## config.mk

```make
export PLATFORM = sky130hd
export DESIGN_NAME = alu_issue_stage
export DESIGN_NICKNAME = d
export VERILOG_FILES = /design/src/rtl/alu_issue_stage.sv
export SDC_FILE = /design/constraint.sdc
export NUM_CORES = 1
export LEC_CHECK = 0
export ABC_AREA = 1
export BUFFER_PORTS_ARGS = -buffer_cell sky130_fd_sc_hd__clkbuf_2
export CORE_MARGIN = 5
export CORE_UTILIZATION = 50
export CTS_CLUSTER_DIAMETER = 150
export DETAILED_ROUTE_END_ITERATION = 12
export PLACE_DENSITY = 0.89
export SLEW_MARGIN = 20
export SYNTH_ARGS = -nofsm -noshare
export SYNTH_HDL_FRONTEND = slang
export SYNTH_SLANG_ARGS = --single-unit
```

## constraint.sdc

```tcl
create_clock -name i_clk -period 8.4 [get_ports i_clk]
set_input_delay 0.42 -clock i_clk [delete_from_list [all_inputs] [get_ports i_clk]]
set_output_delay 0.42 -clock i_clk [all_outputs]
set_load 0.01 [all_outputs]
```

## src/rtl/alu_issue_stage.sv

```systemverilog
// alu_issue_stage: single-entry issue register between decode and the ALU.
// Captures operands with writeback bypass on load, keeps bypassing while the
// entry stalls, and muxes PC/immediate into the ALU operands.
module alu_issue_stage (
  input  logic        i_clk,
  input  logic        i_reset,
  input  logic        i_valid,
  output logic        o_ready,
  input  logic [31:0] i_pc,
  input  logic [31:0] i_rs1_data,
  input  logic [31:0] i_rs2_data,
  input  logic [31:0] i_imm,
  input  logic [4:0]  i_rs1_addr,
  input  logic [4:0]  i_rs2_addr,
  input  logic [4:0]  i_rd_addr,
  input  logic [3:0]  i_alu_op,
  input  logic        i_opa_sel,
  input  logic        i_opb_sel,
  input  logic        i_rd_wren,
  input  logic        i_fwd_wren,
  input  logic [4:0]  i_fwd_addr,
  input  logic [31:0] i_fwd_data,
  input  logic        i_flush,
  output logic        o_valid,
  input  logic        i_ready,
  output logic [31:0] o_operand_a,
  output logic [31:0] o_operand_b,
  output logic [3:0]  o_alu_op,
  output logic [31:0] o_rs2_data,
  output logic [4:0]  o_rd_addr,
  output logic        o_rd_wren
);

  localparam int unsigned XLEN = 32;
  localparam int unsigned RW   = 5;
  localparam int unsigned OPW  = 4;

  logic            r_valid;
  logic [XLEN-1:0] r_pc;
  logic [XLEN-1:0] r_rs1;
  logic [XLEN-1:0] r_rs2;
  logic [XLEN-1:0] r_imm;
  logic [RW-1:0]   r_rs1_addr;
  logic [RW-1:0]   r_rs2_addr;
  logic [RW-1:0]   r_rd_addr;
  logic [OPW-1:0]  r_alu_op;
  logic            r_opa_sel;
  logic            r_opb_sel;
  logic            r_rd_wren;

  logic            w_ready;
  logic            w_load;
  logic            w_consume;
  logic            w_hold;
  logic            w_fwd_nz;
  logic            w_ld_fwd1;
  logic            w_ld_fwd2;
  logic            w_hd_fwd1;
  logic            w_hd_fwd2;

  // Handshake and bypass match decode; x0 is never a bypass source.
  always_comb begin
    w_ready   = !r_valid || i_ready;
    w_load    = i_valid && w_ready && !i_flush;
    w_consume = r_valid && i_ready;
    w_hold    = r_valid && !i_ready && !i_flush;
    w_fwd_nz  = i_fwd_wren && (i_fwd_addr != RW'(0));
    w_ld_fwd1 = w_fwd_nz && (i_fwd_addr == i_rs1_addr);
    w_ld_fwd2 = w_fwd_nz && (i_fwd_addr == i_rs2_addr);
    w_hd_fwd1 = w_hold && w_fwd_nz && (i_fwd_addr == r_rs1_addr);
    w_hd_fwd2 = w_hold && w_fwd_nz && (i_fwd_addr == r_rs2_addr);
  end

  // Entry valid flag: flush wins, then load, then consume.
  always_ff @(posedge i_clk or posedge i_reset) begin
    if (i_reset) begin
      r_valid <= 1'b0;
    end else if (i_flush) begin
      r_valid <= 1'b0;
    end else if (w_load) begin
      r_valid <= 1'b1;
    end else if (w_consume) begin
      r_valid <= 1'b0;
    end
  end

  // Payload capture on load; source values also refreshed by hold bypass.
  always_ff @(posedge i_clk or posedge i_reset) begin
    if (i_reset) begin
      r_pc       <= '0;
      r_rs1      <= '0;
      r_rs2      <= '0;
      r_imm      <= '0;
      r_rs1_addr <= '0;
      r_rs2_addr <= '0;
      r_rd_addr  <= '0;
      r_alu_op   <= '0;
      r_opa_sel  <= 1'b0;
      r_opb_sel  <= 1'b0;
      r_rd_wren  <= 1'b0;
    end else if (w_load) begin
      r_pc       <= i_pc;
      r_rs1      <= w_ld_fwd1 ? i_fwd_data : i_rs1_data;
      r_rs2      <= w_ld_fwd2 ? i_fwd_data : i_rs2_data;
      r_imm      <= i_imm;
      r_rs1_addr <= i_rs1_addr;
      r_rs2_addr <= i_rs2_addr;
      r_rd_addr  <= i_rd_addr;
      r_alu_op   <= i_alu_op;
      r_opa_sel  <= i_opa_sel;
      r_opb_sel  <= i_opb_sel;
      r_rd_wren  <= i_rd_wren;
    end else begin
      if (w_hd_fwd1) r_rs1 <= i_fwd_data;
      if (w_hd_fwd2) r_rs2 <= i_fwd_data;
    end
  end

  // Output view of the held entry; operand muxes sit after the registers.
  always_comb begin
    o_ready     = w_ready;
    o_valid     = r_valid;
    o_operand_a = r_opa_sel ? r_pc  : r_rs1;
    o_operand_b = r_opb_sel ? r_imm : r_rs2;
    o_alu_op    = r_alu_op;
    o_rs2_data  = r_rs2;
    o_rd_addr   = r_rd_addr;
    o_rd_wren   = r_rd_wren;
  end

endmodule
```

# --- Word-level counts from Yosys, hierarchy flattened ---
# Cells that the tools add are included.
totals:
  ff_bits: 151
  input_bits: 193
  output_inout_bits: 108
  elab_cells: 46
classes:
  n_eq_ne: 4
  mux: 11
  reduce_logical: 19
op_table:
  columns: ["operator", "count"]
  rows:
  - ["two-way mux 32 bit", 8]
  - ["== test 5 bit", 4]
  - ["logical AND 1 bit", 11]
  - ["nonzero test 5 bit", 1]
  - ["nonzero test 2 bit", 2]
  - ["logical NOT 1 bit", 3]
  - ["two-way mux 1 bit", 3]
  - ["nonzero test 3 bit", 1]
  - ["logical OR 1 bit", 1]

# --- Depth between registers and ports, before layout ---
depth:
  ltp_word: 7
  depth_mapped: 12

# --- Worst setup path before layout ---
# No wires, ideal clock.
synth_path:
  kind: "register -> output"
  from: "reg r_opa_sel"
  to: "out o_operand_a[10]"
  t_arrival_ps: 1099
  setup_slack_ps: 6881
  stages_incl_launch_ff: 4
  path_buffers: 2
  cell_sequence: "dfrtp_1 > clkbuf_1 > buf_2 > mux2_2"
synth_via:
  elab_chain_cells: 1
synth_rtl:
  columns: ["item", "line_no", "source"]
  rows:
  - ["start, declared", "47", "logic r_opa_sel;"]
  - ["start signal, assigned", "110", "r_opa_sel <= i_opa_sel;"]
  - ["two-way mux 32 bit", "123", "o_operand_a = r_opa_sel ? r_pc : r_rs1;"]
  - ["end, declared", "26", "output logic [31:0] o_operand_a,"]
# Every way passes these cells.

# --- Worst setup path after layout ---
layout_path:
  from: "reg r_valid (netlist: o_valid)"
  to: "reg r_rs1[18]"
layout_via:
  elab_chain_cells: 5
  word_cells_on_any_way: 10
  classes_between: "mux (1); reduce/logical (9)"
layout_rtl:
  columns: ["item", "line_no", "source"]
  rows:
  - ["start, declared", "38", "logic r_valid;"]
  - ["start signal, assigned", "77", "r_valid <= 1'b0;"]
  - ["start signal, assigned", "79", "r_valid <= 1'b0;"]
  - ["start signal, assigned", "81", "r_valid <= 1'b1;"]
  - ["logical NOT 1 bit / logical AND 1 bit (equally long branches)", "63, 66", null]
  - ["logical OR 1 bit / logical AND 1 bit (equally long branches)", "63, 66", null]
  - ["logical AND 1 bit (on tied branches) (2 in a row)", "64, 70", null]
  - ["two-way mux 32 bit / nonzero test 2 bit (equally long branches)", null, null]
  - ["end signal, assigned", "103", "r_rs1 <= w_ld_fwd1 ? i_fwd_data : i_rs1_data;"]
  - ["end signal, assigned", "114", "if (w_hd_fwd1) r_rs1 <= i_fwd_data;"]
  - ["end, declared", "40", "logic [XLEN-1:0] r_rs1;"]
# Several ways; a longest one is shown, not always the timed one.
# A chain may end at the register's enable or synchronous reset.

==> metrics <==
Critical Path Source Type=flop; fin area=9890 sq um; initial antenna violation count=1; period utilization=37.0%; Clk network pwr share=36.6%; GPL Wtd Cong=0.905; H-tree lvl count=4; combinational share of power=23.3%; first-pass GRT wire length=39300 um; setup slack at placement=5.17 ns; post-route setup slack=5.29 ns; # DRC=0; WP data required=8.70 ns; Die ar.=18200 sq um; Filler cells=1273; Distinct cells, synth=21; Final ANT Viol Nets=0; IO Count=301; CP Max Fanout=92; min Tclk post-route=3.11 ns; port bufs=300; hold buffer count at cts=0; Synth Register Bits=151; dpl hpwl=18200 um; final wirelength=25500 um; headroom to the max-slew limit=34.6%; CP Data Arrival Time=3.40 ns; Max Buffers Root-to-Sink=2; clk slew on worst S/H paths=0.06 ns; final cell count without fillers=1438; RR Endpoint=r_rs1[18]; Mean Syn Cell Area=8.20 sq um; Final setup viols=0; Initial Utilization=51.1%; placed cell area=9220 sq um; PD cells=238 nW/um^2; DRT Pass-1 Iters=6; iteration-0 DRC count of the detailed router=522; number of max-cap violations=0; cell depth of the worst flop-to-flop path=7; most common cell after layout, fill and taps aside=nand2_1; core area=15300 sq um; Rows=45; vias per cell=5.26; share of cells above drive strength 1=34.4%; setup TNS=0 ns; Fin Clk Skew=0.00764 ns; remaining global-route overflow=0; placed cells=1405; Switching Fraction=30.1%; Layout area overhead=26.8%; Layout Nets=1406; Post-Synthesis Cells=951; VDD IR max=0.140 mV; Tot Pwr=2.35 mW; final core occ=64.8%; clk sinks=151; Resize count post-CTS=0; Synthesis Warnings=0; Peak Freq=322 MHz; Leakage=5.64 nW; Slew @ Worst Pin=0.981 ns; unrepaired setup endpoints after global routing=false; mean routed wirelength per cell=17.7 um; Fin. Hold Viols=0; clock root buffer=clkbuf_16; via count=7570; number of CTS-inserted buffers=17; Mapped Nets=1144; Power Internal=1.64 mW; R2R Path Start=o_valid; most frequent cells in the layout=nand2_1 (398), clkbuf_2 (300), nand3_1 (170); CTS tree=yes; crit end category=flop; synthesized area=7800 sq um; Hold Slack=0.195 ns; Die Span Y=135 um; Hold Crit Class=in -> async; Slew Limit Fails=0; vias in the first global route=7375; Worst-Skew Late Latency=0.42 ns; status=completed; die width=135 um; post-synthesis sequential area ratio=48.5%; Psw=708 uW; largest net degree at the start of global routing=101; # Post-CTS Setup Buffers=0; crit path kind=reg -> reg; R2R Setup Slk=5.29 ns; GRT Resource Usage Total=27.6%; sequential power share=40.1%
worst max-delay path, cell delays in order, from the launching register on:
cell and delay, ns:
dfrtp_1 0.39, nand2_1 0.13, nand3_4 0.44, inv_4 0.72, buf_4 0.84, nand3_1 0.17, nand3_1 0.13, nand2_1 0.07
cell usage after synthesis:
| library cell | count | area [sq um] |
|---|---|---|
| buf_6 | 11 | 124 |
| nand3_2 | 1 | 10.0 |
| xor2_1 | 2 | 17.5 |
| buf_4 | 12 | 90.1 |
| inv_2 | 3 | 11.3 |
| buf_1 | 1 | 3.75 |
| nand3_1 | 171 | 856 |
| clkbuf_1 | 9 | 33.8 |
| nand2_1 | 398 | 1490 |
| xnor2_1 | 6 | 52.6 |
| nand2_2 | 2 | 12.5 |
| nor2_8 | 1 | 20.0 |
| nor2_2 | 6 | 37.5 |
| dfrtp_1 | 151 | 3780 |
| o21ai_0 | 10 | 50.1 |
| inv_1 | 66 | 248 |
| nor2_1 | 2 | 7.51 |
| a21oi_4 | 2 | 32.5 |
| buf_2 | 28 | 140 |
| nand2_4 | 5 | 56.3 |
| mux2_2 | 64 | 721 |
kinds of logic after synthesis:
family | synth area share (%)
XOR/XNOR | 0.899
buffers and inverters | 8.35
multiplexers | 9.24
flip-flops | 48.5
AO/OA/AOI/OAI | 1.06
AND/OR/NAND/NOR | 32.0
layout make-up:
class | count | area (sq um) | share of cell area [%]
inverters | 69 | 267 | 2.70
clock inverters | 11 | 191 | 1.94
well taps | 211 | 264 | 2.67
flip-flops and latches | 151 | 3780 | 38.2
multi-input cells | 670 | 3380 | 34.2
diodes | 1 | 2.50 | 0.0253
clock buffers | 21 | 470 | 4.76
repair buffers | 304 | 1530 | 15.5
power by group through the flow:
stage	logic (mW)	registers [mW]	clock network, mW
6_report	0.547	0.943	0.862
5_1_grt	0.604	0.955	0.899
4_1_cts	0.552	0.940	0.866
3_5_place_dp	0.548	0.948	0
3_3_place_gp	0.535	0.945	0
2_1_floorplan	0.334	0.925	0
state kept, by name (all words and copies together), names as in the netlist:
register and count:
r_rs1_addr 5, r_pc 32, r_rs1 32, r_rs2_addr 5, o_alu_op 4, o_rd_addr 5, o_valid 1, r_imm 32
o_rs2_data 32, o_rd_wren 1, r_opb_sel 1, r_opa_sel 1
layer usage:
| metal | up-vias | global-route usage [%] | part of all wire (%) |
|---|---|---|---|
| li1 | 3527 | - | - |
| met1 | 3574 | 36.1 | 40 |
| met2 | 403 | 43.7 | 48 |
| met3 | 66 | 6.07 | 8.5 |
| met4 | 0 | 13.0 | 3.5 |
| met5 | - | 0 | 0 |
how the worst max path moves through the flow:
stage	slack, ns	startpoint	depth (start not counted)	to
6_report	5.29	o_valid	7	r_rs1[18]
5_1_grt	5.06	o_valid	7	r_rs1[18]
4_1_cts	5.30	o_valid	7	r_rs1[6]
3_5_place_dp	5.17	i_ready	9	o_rs2_data[2]
3_3_place_gp	5.25	i_ready	9	r_rs1[31]
2_1_floorplan	3.92	i_reset	1	o_alu_op[0]
No activity file was read; power rests on OpenSTA's default activity.
